## src/rtl/csr_file.sv

```systemverilog
// Machine-mode CSR storage with read-modify-write, 64-bit mcycle/minstret counters
// and illegal-access detection for the trap logic.
module csr_file #(
  parameter logic [31:0] HART_ID = 32'd0
) (
  input  logic        clk_i,
  input  logic        reset_n_i,
  input  logic        valid_i,
  input  logic [1:0]  csr_control_i,
  input  logic        csr_src_i,
  input  logic [11:0] csr_addr_i,
  input  logic [4:0]  rs1_idx_i,
  input  logic [31:0] rs1_data_i,
  input  logic        instr_retired_i,
  output logic [31:0] csr_rdata_o,
  output logic        illegal_o
);

  localparam logic [1:0] CSR_PASS  = 2'b00;
  localparam logic [1:0] CSR_SET   = 2'b01;
  localparam logic [1:0] CSR_CLEAR = 2'b10;
  localparam logic [1:0] CSR_NA    = 2'b11;
  localparam logic       CSR_SRC_IMM = 1'b1;

  logic [31:0] mscratch;
  logic [63:0] mcycle;
  logic [63:0] minstret;

  logic [31:0] src;
  logic [31:0] old_val;
  logic [31:0] new_val;
  logic        active;
  logic        implemented;
  logic        wr_intent;
  logic        illegal;
  logic        do_write;

  // valid_i alone qualifies an access: there is no ready, the unit accepts one
  // access every cycle valid_i is high and never stalls the pipeline.
  always_comb begin
    src         = (csr_src_i == CSR_SRC_IMM) ? {27'b0, rs1_idx_i} : rs1_data_i;
    active      = reset_n_i && valid_i && (csr_control_i != CSR_NA);
    wr_intent   = (csr_control_i == CSR_PASS) || (rs1_idx_i != 5'd0);
    implemented = 1'b1;
    old_val     = 32'd0;
    case (csr_addr_i)
      12'h340:          old_val = mscratch;
      12'hB00, 12'hC00: old_val = mcycle[31:0];
      12'hB80, 12'hC80: old_val = mcycle[63:32];
      12'hB02, 12'hC02: old_val = minstret[31:0];
      12'hB82, 12'hC82: old_val = minstret[63:32];
      12'hF14:          old_val = HART_ID;
      default:          implemented = 1'b0;
    endcase
    illegal  = active && (!implemented || (wr_intent && (csr_addr_i[11:10] == 2'b11)));
    do_write = active && !illegal && wr_intent;
    case (csr_control_i)
      CSR_PASS:  new_val = src;
      CSR_SET:   new_val = old_val | src;
      CSR_CLEAR: new_val = old_val & ~src;
      default:   new_val = old_val;
    endcase
  end

  assign csr_rdata_o = (active && !illegal) ? old_val : 32'd0;
  assign illegal_o   = illegal;

  always_ff @(posedge clk_i or negedge reset_n_i) begin
    if (!reset_n_i) begin
      mscratch <= 32'd0;
    end else if (do_write && (csr_addr_i == 12'h340)) begin
      mscratch <= new_val;
    end
  end

  // A write to either half replaces that cycle's increment entirely.
  always_ff @(posedge clk_i or negedge reset_n_i) begin
    if (!reset_n_i) begin
      mcycle <= 64'd0;
    end else if (do_write && (csr_addr_i == 12'hB00)) begin
      mcycle[31:0] <= new_val;
    end else if (do_write && (csr_addr_i == 12'hB80)) begin
      mcycle[63:32] <= new_val;
    end else begin
      mcycle <= mcycle + 64'd1;
    end
  end

  always_ff @(posedge clk_i or negedge reset_n_i) begin
    if (!reset_n_i) begin
      minstret <= 64'd0;
    end else if (do_write && (csr_addr_i == 12'hB02)) begin
      minstret[31:0] <= new_val;
    end else if (do_write && (csr_addr_i == 12'hB82)) begin
      minstret[63:32] <= new_val;
    end else if (instr_retired_i) begin
      minstret <= minstret + 64'd1;
    end
  end

endmodule

```

## config.mk

```make
export PLATFORM = sky130hd
export DESIGN_NAME = csr_file
export DESIGN_NICKNAME = d
export VERILOG_FILES = /design/src/rtl/csr_file.sv
export SDC_FILE = /design/constraint.sdc
export NUM_CORES = 1
export LEC_CHECK = 0
export ABC_CLOCK_PERIOD_IN_PS = 4250
export CELL_PAD_IN_SITES_DETAIL_PLACEMENT = 1
export CELL_PAD_IN_SITES_GLOBAL_PLACEMENT = 1
export CORE_MARGIN = 3
export CORE_UTILIZATION = 46
export CTS_BUF_LIST = sky130_fd_sc_hd__clkbuf_4
export CTS_CLUSTER_SIZE = 24
export DETAILED_ROUTE_END_ITERATION = 7
export GPL_ROUTABILITY_DRIVEN = 0
export PLACE_DENSITY = 0.88
export RECOVER_POWER = 25
export REMOVE_ABC_BUFFERS = 1
export SLEW_MARGIN = 40
export SYNTH_ARGS = -nofsm -noshare
export SYNTH_HDL_FRONTEND = slang
export SYNTH_SLANG_ARGS = --single-unit
```

## constraint.sdc

```tcl
create_clock -name clk_i -period 4.25 [get_ports clk_i]
set_clock_uncertainty 0.1 [all_clocks]
set_input_delay 0.85 -clock clk_i [delete_from_list [all_inputs] [get_ports clk_i]]
set_output_delay 0.85 -clock clk_i [all_outputs]
set_load 0.02 [all_outputs]
```

==> summary.md, run 1 <==
| Metric | Value |
|---|---|
| Antenna Nets Post-Route | `0` |
| Drt total wl | `55.1 mm` |
| Final Core Density | `56.5%` |
| Number of synthesized flops with an enable pin | `0` |
| Post-synthesis register bit count | `between 150 and 200` |
| Final Hold Fails | `0` |
| Synth warn | `0` |
| Power Dens Cells | `roughly 230 nW/µm²` |
| Core area | `about 25,000 µm²` |
| Slowest CP cell | `clkdlybuf4s50_1` |
| Vias in the first global route | `approximately 14,000` |
| Synth unique cells | `between 80 and 90` |
| Num CTS Buffers | `17` |
| Final WS setup | `-0.0341 ns` |
| Placement Setup Slack | `-0.511 ns` |
| Netlist Area Pre-Place | `11,700 µm²` |
| Post-synth top flop | `dfrtp_1` |
| P_sw | `1100 µW` |
| Initial antenna violation count | `1` |
| Type of the tightest min-delay check | `reg2reg` |
| Dpl cells | `1,889` |
| Setup-failing EPs final | `3` |
| Yosys top cell by area | `dfrtp_1` |
| Post-route cell area | `about 14,000 µm²` |
| Startpoint types | `primary input` |
| Seq/Total Area, Yosys | `around a third` |
| CTS tree | `yes` |
| Final Max Slew Viols | `72` |
| Buffers and inverters on the worst path | `3` |
| Htree depth | `4` |
| Gr usage total | `approximately two fifths` |
| Period utilization | `101%` |
| CP Capture Type | `primary output` |
| Required @ worst endpoint | `3.30 ns` |
| Die H | `166 µm` |
| Routed via count | `around 14,000` |
| Routed len/inst | `~29 µm` |
| Lkg Pwr | `between 0.005 and 0.006 µW` |
| # clock sinks | `160` |
| # nets final | `1,643` |
| Layout cells sized above 1 | `between 10% and 20%` |
| Starting DRT DRC Count | `1,866` |
| Max-Cap Viols | `1` |
| Horiz. Die Dim | `approximately 170 µm` |
| Critical path peak fanout | `12` |
| Critical path type | `in2out` |
| Clock transition at path regs | `about 0.15 ns` |
| Sequential power share | `53.1%` |
| CP arrival | `between 3 and 4 ns` |
| Switching Share | `34.3%` |
| Drt first pass iters | `6` |
| Largest stage delay, worst path | `0.52 ns` |
| Gate Count Post-Synth | `approximately 1,400` |
| Yosys top cell area share | `between 30% and 40%` |
| P_int | `approximately 2100 µW` |
| Initial Util | `a little under half` |
| Die area | `27,500 µm²` |
| Largest net degree at the start of global routing | `between 90 and 100` |
| Status | `complete, but fails checks` |
| Clk buf depth | `2` |
| DP HPWL | `about 39 mm` |
| Skew-Pair Late Insertion Delay | `around 0.62 ns` |
| Ys async rst share | `100%` |
| Critical path cell sequence | `clkdlybuf4s50_1, or3b_2, a211oi_2, o2111ai_1, a32oi_4, nand2_4, buf_6, nor2_1, clkdlybuf4s15_2` |
| Placed cell area | `13,800 µm²` |
| Worst hold slack | `0.405 ns` |
| First-pass GRT wire length | `84.2 mm` |
| Total gr overflow | `0` |
| Worst rel slew slack | `-32.2%` |
| Tmin final | `between 4 and 5 ns` |
| Post-route insts no fill | `between 1,500 and 2,000` |
| Slew of the pin with the lowest slew margin | `just under 2 ns` |
| Avg Vias per Cell | `7.33` |
| Crit path max-delay family | `buffers and inverters` |
| FP Rows | `57` |
| Port Buffers | `88` |
| Area growth syn-to-layout | `18.9%` |
| Failing checks | `capacitance limit, slew limit, setup timing` |
| Clk root buf | `clkbuf_4` |
| Peak VDD IR | `around 0.00015 V` |
| Syn Area/Cell | `approximately 8.1 µm²` |
| Max Freq | `0.233 GHz` |
| Comb pwr share | `16.8%` |
| Top cells by area, synth | `dfrtp_1 (34%), nand2_1 (5.1%), o21ai_0 (4.8%), a21oi_1 (3.9%), mux2i_1 (3.9%)` |
| Num ports | `a little under 90` |
| # DRC | `0` |
| Clk pwr share | `30.1%` |
[cell usage in the layout (no fill, tap or decap), types with 5 or more instances in the layout]
master	n
dfrtp_1	160
nand2_1	159
buf_4	121
o21ai_0	109
a21oi_1	91
nor2_1	87
nand3_1	61
nand4_1	55
clkdlybuf4s50_1	52
nor3_1	51
mux2i_1	46
nor4_1	40
mux2_2	37
o211ai_1	31
inv_1	30
and3_1	27
o21ai_1	27
o22ai_1	26
buf_2	25
a211oi_1	21
clkbuf_4	20
nand2b_1	18
xnor2_1	17
a22oi_1	16
and2_1	15
or4_1	13
a31oi_1	13
a222oi_1	12
and4_1	11
o221ai_1	9
a22o_1	8
or3_1	8
o21a_1	8
buf_12	8
a21o_1	7
nor4_2	6
a32o_1	5
o31a_1	5
a2bb2oi_1	5
o211a_1	5
[stage by stage]
step,power (µW),setup TNS [ns]
floorplan,1930,-11.07
global placement,2220,-11.86
detailed placement,2250,-14.52
CTS,3190,-0.0213
global route,3330,-0.520
finish,3220,-0.0797
[flip-flops by register name (all words and copies together), names as in the netlist]
name,count
mcycle,64
mscratch,32
minstret,64
[cells by family (layout without fill, tap and decap cells)]
kind of cell             count (synthesis)  count (layout)  synth area share (%)
adder cells (fa/ha/maj)                  2               2                 0.213
AO/OA/AOI/OAI                          443             443                  24.4
XOR/XNOR                                19              19                  1.42
other                                    0               1                     0
buffers and inverters                  127             283                  4.50
flip-flops                             160             160                  34.1
AND/OR/NAND/NOR                        602             602                  27.1
multiplexers                            89              89                  8.18
[area by class of cell]
class / count / area (µm²)
repair buffers: 220 / 1830
clock inverters: 13 / 130
multi-input cells: 1155 / 7310
clock buffers: 19 / 143
flip-flops and latches: 160 / 4000
fillers: 3047 / 10700
inverters: 31 / 116
diodes: 1 / 2.50
well taps: 324 / 405
[power by group through the flow]
| stage | clock [µW] | combinational (µW) | sequential, µW |
|---|---|---|---|
| 2_1_floorplan | 0 | 236 | 1690 |
| 3_3_place_gp | 0 | 495 | 1720 |
| 3_5_place_dp | 0 | 522 | 1730 |
| 4_1_cts | 954 | 529 | 1700 |
| 5_1_grt | 1030 | 577 | 1720 |
| 6_report | 969 | 540 | 1710 |
[worst register-to-register path: stages (launching register included)]
cell     delay (ns)
dfrtp_1        0.50
ha_1           0.25
nand3_1        0.23
nor2_1         0.19
buf_4          0.28
nand4_1        0.50
nor4_1         0.70
mux2_2         0.41
a21oi_1        0.11
[per-layer routing]
metal	track usage [%]	vias to the layer above	wire length (µm)
met5	0	-	0
met1	50.3	6912	20600
li1	-	5818	-
met2	57.0	1068	23600
met3	9.18	294	6180
met4	27.2	0	4690
[worst paths after layout]
| kind | startpoint | to | slack (ns) | depth (start not counted) |
|---|---|---|---|---|
| max in group asynchronous | reset_n_i | mscratch[14] | 0.90 | 3 |
| min in group asynchronous | reset_n_i | minstret[60] | 0.80 | 2 |
| max | csr_addr_i[10] | csr_rdata_o[22] | -0.03 | 9 |
| min reg2reg | mscratch[18] | mscratch[18] | 0.41 | 2 |
| min | mscratch[18] | mscratch[18] | 0.41 | 2 |
| max reg2reg | mcycle[0] | mcycle[38] | 0.94 | 8 |
[cells in the mapped netlist (15+ instances only)]
| cell | count |
|---|---|
| inv_1 | 30 |
| mux2_2 | 37 |
| o21ai_1 | 23 |
| dfrtp_1 | 160 |
| nand2_1 | 160 |
| a211oi_1 | 22 |
| buf_2 | 29 |
| nand2b_1 | 18 |
| a22oi_1 | 16 |
| and2_1 | 15 |
| nor3_1 | 54 |
| nand3_1 | 61 |
| nor4_1 | 45 |
| and3_1 | 27 |
| mux2i_1 | 46 |
| a21oi_1 | 92 |
| clkbuf_1 | 54 |
| xnor2_1 | 17 |
| nand4_1 | 55 |
| o211ai_1 | 31 |
| o22ai_1 | 27 |
| nor2_1 | 90 |
| o21ai_0 | 113 |
[repair_timing]
action	in CTS	in global routing
setup endpoints to repair	32	30
hold buffers	0	0
gates resized for setup	99	30
setup buffers	0	1
pin swaps	2	2
No activity file was read; power rests on OpenSTA's default activity.
==> run 2, diff against run 1 <==
SETUP_SLACK_MARGIN = 0.02   (was not set)
==> run 2 against run 1 <==
- the run still ends with capacitance limit, slew limit, setup timing left
- highest routed layer unchanged
- clock power is 0.5% higher
- hold slack worse by 0.00058 ns
- critical path type unchanged
- maximum frequency is 0.25% higher
- via count hardly changed
- non-clock buffer count stayed put
- register-to-register slack worse by 0.02 ns
- largest cell class unchanged
==> summary.md, run 2 (synthesized netlist as in run 1, its figures left out) <==
| Metric | Value |
|---|---|
| Initial antenna violation count | `1 (unchanged)` |
| Slowest CP cell | `clkdlybuf4s50_1` |
| Starting DRT DRC Count | `2,009 (+7.7%)` |
| # clock sinks | `160 (unchanged)` |
| Power, Total | `3220 µW (+0.15%)` |
| Peak VDD IR | `0.000147 V (-0.46%)` |
| Clk buf depth | `2 (unchanged)` |
| Startpoint types | `primary input` |
| Most frequent cells in the layout | `dfrtp_1 (160), nand2_1 (159), buf_4 (120), o21ai_0 (109), a21oi_1 (91)` |
| Final Max Slew Viols | `72 (unchanged)` |
| Core area | `24,700 µm² (unchanged)` |
| Critical path peak fanout | `4 (-8)` |
| Type of the tightest min-delay check | `reg2reg` |
| Largest stage delay, worst path | `0.52 ns (about the same)` |
| Area growth syn-to-layout | `18.8% (about the same)` |
| Lkg Pwr | `0.00545 µW (-0.21%)` |
| Horiz. Die Dim | `166 µm (unchanged)` |
| Leading cell type in the layout, fill and taps excluded | `dfrtp_1` |
| Initial Util | `47.5% (unchanged)` |
| CTS tree | `yes` |
| # nets final | `1,643 (unchanged)` |
| Num CTS Buffers | `17 (unchanged)` |
| Die H | `166 µm (unchanged)` |
| Fillers | `3,046 (-0.033%)` |
| Slack of the worst reg-to-reg path | `0.92 ns (-0.02 ns)` |
| Period utilization | `101% (-0.25 points)` |
| Layout cells sized above 1 | `17.2% (unchanged)` |
| Max-Cap Viols | `1 (unchanged)` |
| Final Hold Fails | `0 (unchanged)` |
| First-pass GRT wire length | `84.2 mm (about the same)` |
| Port Buffers | `88 (unchanged)` |
| Largest net degree at the start of global routing | `91 (unchanged)` |
| Failing checks | `capacitance limit, slew limit, setup timing` |
| Vias in the first global route | `14,300 (-0.049%)` |
| Worst Hold Endpoint | `mscratch[18]` |
| Routed len/inst | `28.6 µm (-0.16%)` |
| FP Rows | `57 (unchanged)` |
| Critical path type | `in2out` |
| Worst rel slew slack | `-30.0% (+2.2 points)` |
| Final WS setup | `-0.0234 ns (+0.0106 ns)` |
| Reg2Reg Launch Point | `mcycle[0]` |
| Max Freq | `0.234 GHz (+0.25%)` |
| Status | `complete, but fails checks` |
| Required @ worst endpoint | `3.30 ns (about the same)` |
| Gr usage total | `38.8% (about the same)` |
| Hold Crit Start | `mscratch[18]` |
| # DRC | `0 (unchanged)` |
| Htree depth | `4 (unchanged)` |
| DP HPWL | `39.4 mm (unchanged)` |
| CP Capture Type | `primary output` |
| WHS Path Cells | `2 (unchanged)` |
| Slew of the pin with the lowest slew margin | `1.95 ns (-0.0328 ns)` |
| Antenna Nets Post-Route | `0 (unchanged)` |
| Final Core Density | `56.5% (about the same)` |
| Drt total wl | `55.0 mm (-0.16%)` |
| Critical path cell sequence | `clkdlybuf4s50_1, or3b_2, a211oi_2, o2111ai_1, a32oi_4, nand2_4, nor2_2, clkdlybuf4s15_1` |
| Largest registers | `mcycle x64, minstret x64, mscratch x32` |
| Routed via count | `14,100 (-0.043%)` |
| Drt first pass iters | `6 (unchanged)` |
| Power Dens Cells | `231 nW/µm² (+0.24%)` |
| Avg Vias per Cell | `7.33 (about the same)` |
| Clock transition at path regs | `0.15 ns (about the same)` |
| CP arrival | `3.32 ns (about the same)` |
| Total gr overflow | `0 (unchanged)` |
| Setup-failing EPs final | `2 (-1)` |
| R2R Path End | `mcycle[40]` |
| Clk root buf | `clkbuf_4` |
| Num ports | `89 (unchanged)` |
| Die area | `27,500 µm² (unchanged)` |
| R2r worst-path depth | `8 (unchanged)` |
| Tmin final | `4.27 ns (-0.0106 ns)` |
| Skew-Pair Late Insertion Delay | `0.63 ns (about the same)` |
## run 2: cell count changes in the layout (fill, tap and decap cells not counted)
| cell | previous run | this run |
|---|---|---|
| buf_4 | 121 | 120 |
| dlymetal6s2s_1 | 1 | 0 |
| clkbuf_2 | 4 | 2 |
| clkdlybuf4s15_1 | 1 | 2 |
| clkdlybuf4s15_2 | 1 | 0 |
| buf_2 | 25 | 29 |
## run 2: metal layers
layer	up-vias	GRT usage [%]	wire, µm
met5	-	0	0
met4	0	27.2	4680
met3	288	9.15	6120
met2	1086	57.1	23500
met1	6897	50.3	20600
li1	5815	-	-
## run 2: how the worst max path moves through the flow
stage,slack [ns],start,endpoint
floorplan,-0.42,csr_addr_i[1],csr_rdata_o[12]
global placement,-0.42,rs1_idx_i[4],csr_rdata_o[5]
detailed placement,-0.51,rs1_idx_i[4],csr_rdata_o[5]
CTS,-0.008,csr_addr_i[10],csr_rdata_o[5]
global route,-0.06,csr_addr_i[10],csr_rdata_o[17]
finish,-0.02,csr_addr_i[10],csr_rdata_o[17]
## run 2: where the power goes
| part | total, µW | internal, µW | switching, µW |
|---|---|---|---|
| logic | 540 | 213 | 327 |
| registers | 1710 | 1590 | 122 |
| clock network | 974 | 314 | 660 |
| total | 3220 | 2110 | 1110 |
## run 2: cell type report
type | count | area (µm²) | share of cell area (%)
clock inverters | 13 | 130 | 0.934
flip-flops and latches | 160 | 4000 | 28.7
repair buffers | 220 | 1820 | 13.1
well taps | 324 | 405 | 2.91
diodes | 1 | 2.50 | 0.0180
inverters | 31 | 116 | 0.835
multi-input cells | 1155 | 7310 | 52.5
clock buffers | 19 | 143 | 1.02
## run 2: worst max-delay path: cells and delay by family
kind            cells  cell delay [ns]
compound gates      3             0.78
buf+inv             2             0.85
simple gates        3             0.84
## run 2: timing repair
| action | 4_1_cts | 5_1_grt |
|---|---|---|
| pin swaps | 2 | 2 |
| resized for setup | 108 | 24 |
| setup buffers | 0 | 1 |
| setup endpoints to repair | 32 | 29 |
| endpoints found under the hold margin | 0 | 0 |
| hold buffers | 0 | 0 |
## run 2: per-stage QoR
| stage | setup WS [ns] | TNS (ns) | hold slack [ns] | cells | cell area [µm²] |
|---|---|---|---|---|---|
| 6_report | -0.0234 | -0.0322 | 0.405 | 1923 | 13900 |
| 2_1_floorplan | -0.419 | -11.07 | 0.349 | 1346 | 11300 |
| 3_5_place_dp | -0.511 | -14.52 | 0.375 | 1889 | 13800 |
| 4_1_cts | -0.00760 | -0.00760 | 0.137 | 1921 | 14100 |
| 3_3_place_gp | -0.423 | -11.86 | 0.361 | 1888 | 13700 |
| 5_1_grt | -0.0581 | -0.417 | 0.442 | 1923 | 13900 |
==> run 3, diff against run 2 <==
CORE_ASPECT_RATIO = 1.4   (was not set)
CORE_UTILIZATION = 35   (was 46)
PLACE_DENSITY = 0.71   (was 0.88)
==> run 3 against run 2 <==
- the flow finishes with violations (capacitance limit, slew limit)
- design area up 2.6%
- global-route usage down 8.8 points
- cell count up 6.8%
- non-clock buffer count up 14
- worst setup slack better by 0.095 ns
- via count down 5.5%
- die area up 30%
- register-to-register slack better by 0.05 ns
- wire length up 0.41%
- first-iteration DRC count down 39%
- combinational power about the same
- maximum frequency up 2.3%
- largest cell class unchanged
- largest power group unchanged
==> summary.md, run 3 (synthesized netlist as in run 1, its figures left out) <==
| Metric | Value |
|---|---|
| Port Buffers | `88 (unchanged)` |
| # nets final | `1,657 (+0.85%)` |
| P_sw | `1040 µW (-6.1%)` |
| Num CTS Buffers | `17 (unchanged)` |
| Die H | `223 µm (+34%)` |
| Most frequent cells in the layout | `dfrtp_1 (160), nand2_1 (159), buf_4 (137), o21ai_0 (108), a21oi_1 (89)` |
| Sequential power share | `53.1% (about the same)` |
| First-pass GRT wire length | `82.5 mm (-2.1%)` |
| Required @ worst endpoint | `3.30 ns (about the same)` |
| Post-route insts no fill | `2,053 (+6.8%)` |
| Comb pwr share | `16.9% (about the same)` |
| Vias in the first global route | `13,600 (-5.2%)` |
| Power Dens Cells | `224 nW/µm² (-3.1%)` |
| Routed via count | `13,300 (-5.5%)` |
| Htree depth | `4 (unchanged)` |
| Largest registers | `mcycle x64, minstret x64, mscratch x32` |
| Failing checks | `capacitance limit, slew limit` |
| Avg Vias per Cell | `6.49 (-11%)` |
| Critical path cell sequence | `clkdlybuf4s50_1, or4_4, or3_4, a32oi_4, nand2_4, buf_12, buf_4, nor2_2, buf_4` |
| Worst path depth | `9 (+1)` |
| Critical path peak fanout | `5 (+1)` |
| R2r worst-path depth | `7 (-1)` |
| Startpoint types | `primary input` |
| P_int | `2170 µW (+2.5%)` |
| CP most frequent cell | `buf_4` |
| Critical path type | `in2out` |
| Slack of the worst reg-to-reg path | `0.97 ns (+0.05 ns)` |
| R2R Path End | `mcycle[38]` |
| Horiz. Die Dim | `161 µm (-3.0%)` |
| Tmin final | `4.18 ns (-0.0949 ns)` |
| Buffers and inverters on the worst path | `4 (+2)` |
| Gr usage total | `29.9% (-8.8 points)` |
| # clock sinks | `160 (unchanged)` |
| Largest net degree at the start of global routing | `90 (-1.1%)` |
| Type of the tightest min-delay check | `reg2reg` |
| Initial Util | `35.9% (-12 points)` |
| Antenna Nets Post-Route | `0 (unchanged)` |
| Crit path max-delay family | `simple AND/OR/NAND/NOR gates` |
| Final Hold Fails | `0 (unchanged)` |
| Die area | `35,800 µm² (+30%)` |
| Lkg Pwr | `0.00562 µW (+3.1%)` |
| Total gr overflow | `0 (unchanged)` |
| Starting DRT DRC Count | `1,234 (-39%)` |
| Setup-failing EPs final | `0 (-2)` |
| DP HPWL | `40.9 mm (+3.7%)` |
| Hold Crit Start | `mscratch[0]` |
| Worst Hold Endpoint | `mscratch[0]` |
| Peak VDD IR | `0.000151 V (+3.0%)` |
| Clk root buf | `clkbuf_4` |
| Layout cells sized above 1 | `18.3% (+1.1 points)` |
| Fillers | `3,952 (+30%)` |
| Skew-Pair Late Insertion Delay | `0.65 ns (+0.02 ns)` |
| Dpl cells | `2,011 (+6.5%)` |
| Drt total wl | `55.2 mm (+0.41%)` |
| Reg2Reg Launch Point | `mcycle[0]` |
| Period utilization | `98.3% (-2.2 points)` |
| Switching Share | `32.4% (-1.9 points)` |
| Final Max Slew Viols | `64 (-11%)` |
| Slew of the pin with the lowest slew margin | `1.81 ns (-0.142 ns)` |
| Largest stage delay, worst path | `0.55 ns (+0.03 ns)` |
| FP Rows | `78 (+37%)` |
| Fin Setup TNS | `0 ns (+0.0322 ns)` |
| WHS Path Cells | `2 (unchanged)` |
| Max Freq | `0.239 GHz (+2.3%)` |
| Core area | `32,700 µm² (+32%)` |
| Initial antenna violation count | `2 (+1)` |
| # DRC | `0 (unchanged)` |
| CP Capture Type | `primary output` |
| Unrepaired setup endpoints after global routing | `true` |
| Slowest CP cell | `or4_4` |
| Leading cell type in the layout, fill and taps excluded | `dfrtp_1` |
| Clock transition at path regs | `0.13 ns (-0.02 ns)` |
| CTS tree | `yes` |
| Num ports | `89 (unchanged)` |
| Clk pwr share | `30.0% (-0.2 points)` |
| Routed len/inst | `26.9 µm (-5.9%)` |
| Worst rel slew slack | `-20.6% (+9.5 points)` |
| Drt first pass iters | `7 (+1)` |
| CP arrival | `3.23 ns (-0.09 ns)` |
| Status | `complete, but fails checks` |
| Clk buf depth | `2 (unchanged)` |
| Area growth syn-to-layout | `21.9%` |
| Max-Cap Viols | `1 (unchanged)` |
[run 3: cell count changes in the layout (fill, tap and decap cells not counted), moves of 3 or more]
cell,previous run,this run
clkinv_2,1,5
buf_12,8,12
dlymetal6s2s_1,0,6
buf_4,120,137
clkinvlp_4,3,0
buf_2,29,26
clkdlybuf4s50_1,52,46
[run 3: power by group through the flow]
stage | combinational, µW | clock, µW | sequential (µW)
floorplan | 236 | 0 | 1690
global placement | 507 | 0 | 1720
detailed placement | 529 | 0 | 1730
CTS | 534 | 977 | 1700
global route | 578 | 1040 | 1720
finish | 541 | 963 | 1700
[run 3: layout make-up]
type | count | area (µm²) | area share (%)
multi-input cells | 1155 | 7330 | 51.2
flip-flops and latches | 160 | 4000 | 28.0
repair buffers | 234 | 2030 | 14.2
well taps | 440 | 551 | 3.85
clock buffers | 20 | 150 | 1.05
inverters | 31 | 116 | 0.814
clock inverters | 11 | 115 | 0.805
diodes | 2 | 5.00 | 0.0350
[run 3: per-layer routing]
metal  wire [µm]  GRT usage, %  share of wire, %
met1       21500          35.8                39
met5           0             0                 0
met4        3160          16.8               5.7
met2       27500          51.2                50
met3        3030          4.48               5.5
[run 3: metrics by stage]
stage	power, µW	setup slack [ns]	util [%]	area, µm²	hold slack, ns
detailed placement	2260	-0.440	42.8	14000	0.375
finish	3210	0.0715	43.7	14300	0.408
global placement	2230	-0.289	42.7	14000	0.360
floorplan	1930	-0.419	-	11300	0.349
CTS	3210	0.0378	43.4	14200	0.406
global route	3330	0.000187	43.7	14300	0.432
[run 3: how the worst max path moves through the flow]
stage	end	startpoint	slack (ns)
global placement	csr_rdata_o[31]	rs1_idx_i[4]	-0.29
global route	csr_rdata_o[19]	csr_addr_i[1]	0.0002
detailed placement	csr_rdata_o[2]	csr_addr_i[10]	-0.44
finish	csr_rdata_o[19]	rs1_idx_i[2]	0.07
floorplan	csr_rdata_o[12]	csr_addr_i[1]	-0.42
CTS	csr_rdata_o[19]	rs1_idx_i[4]	0.04
[run 3: repair_timing]
item	in CTS	in global routing
resized for setup	128	30
pin swaps	1	5
setup buffers	4	3
setup endpoints to repair	33	18
hold endpoints to repair	8	0
hold buffers	1	0
gates cloned	0	1
[run 3: tightest hold or removal path, stage by stage, from the launching register on]
cell and delay, ns:
dfrtp_1 0.37, nand2_1 0.05, o21ai_0 0.06
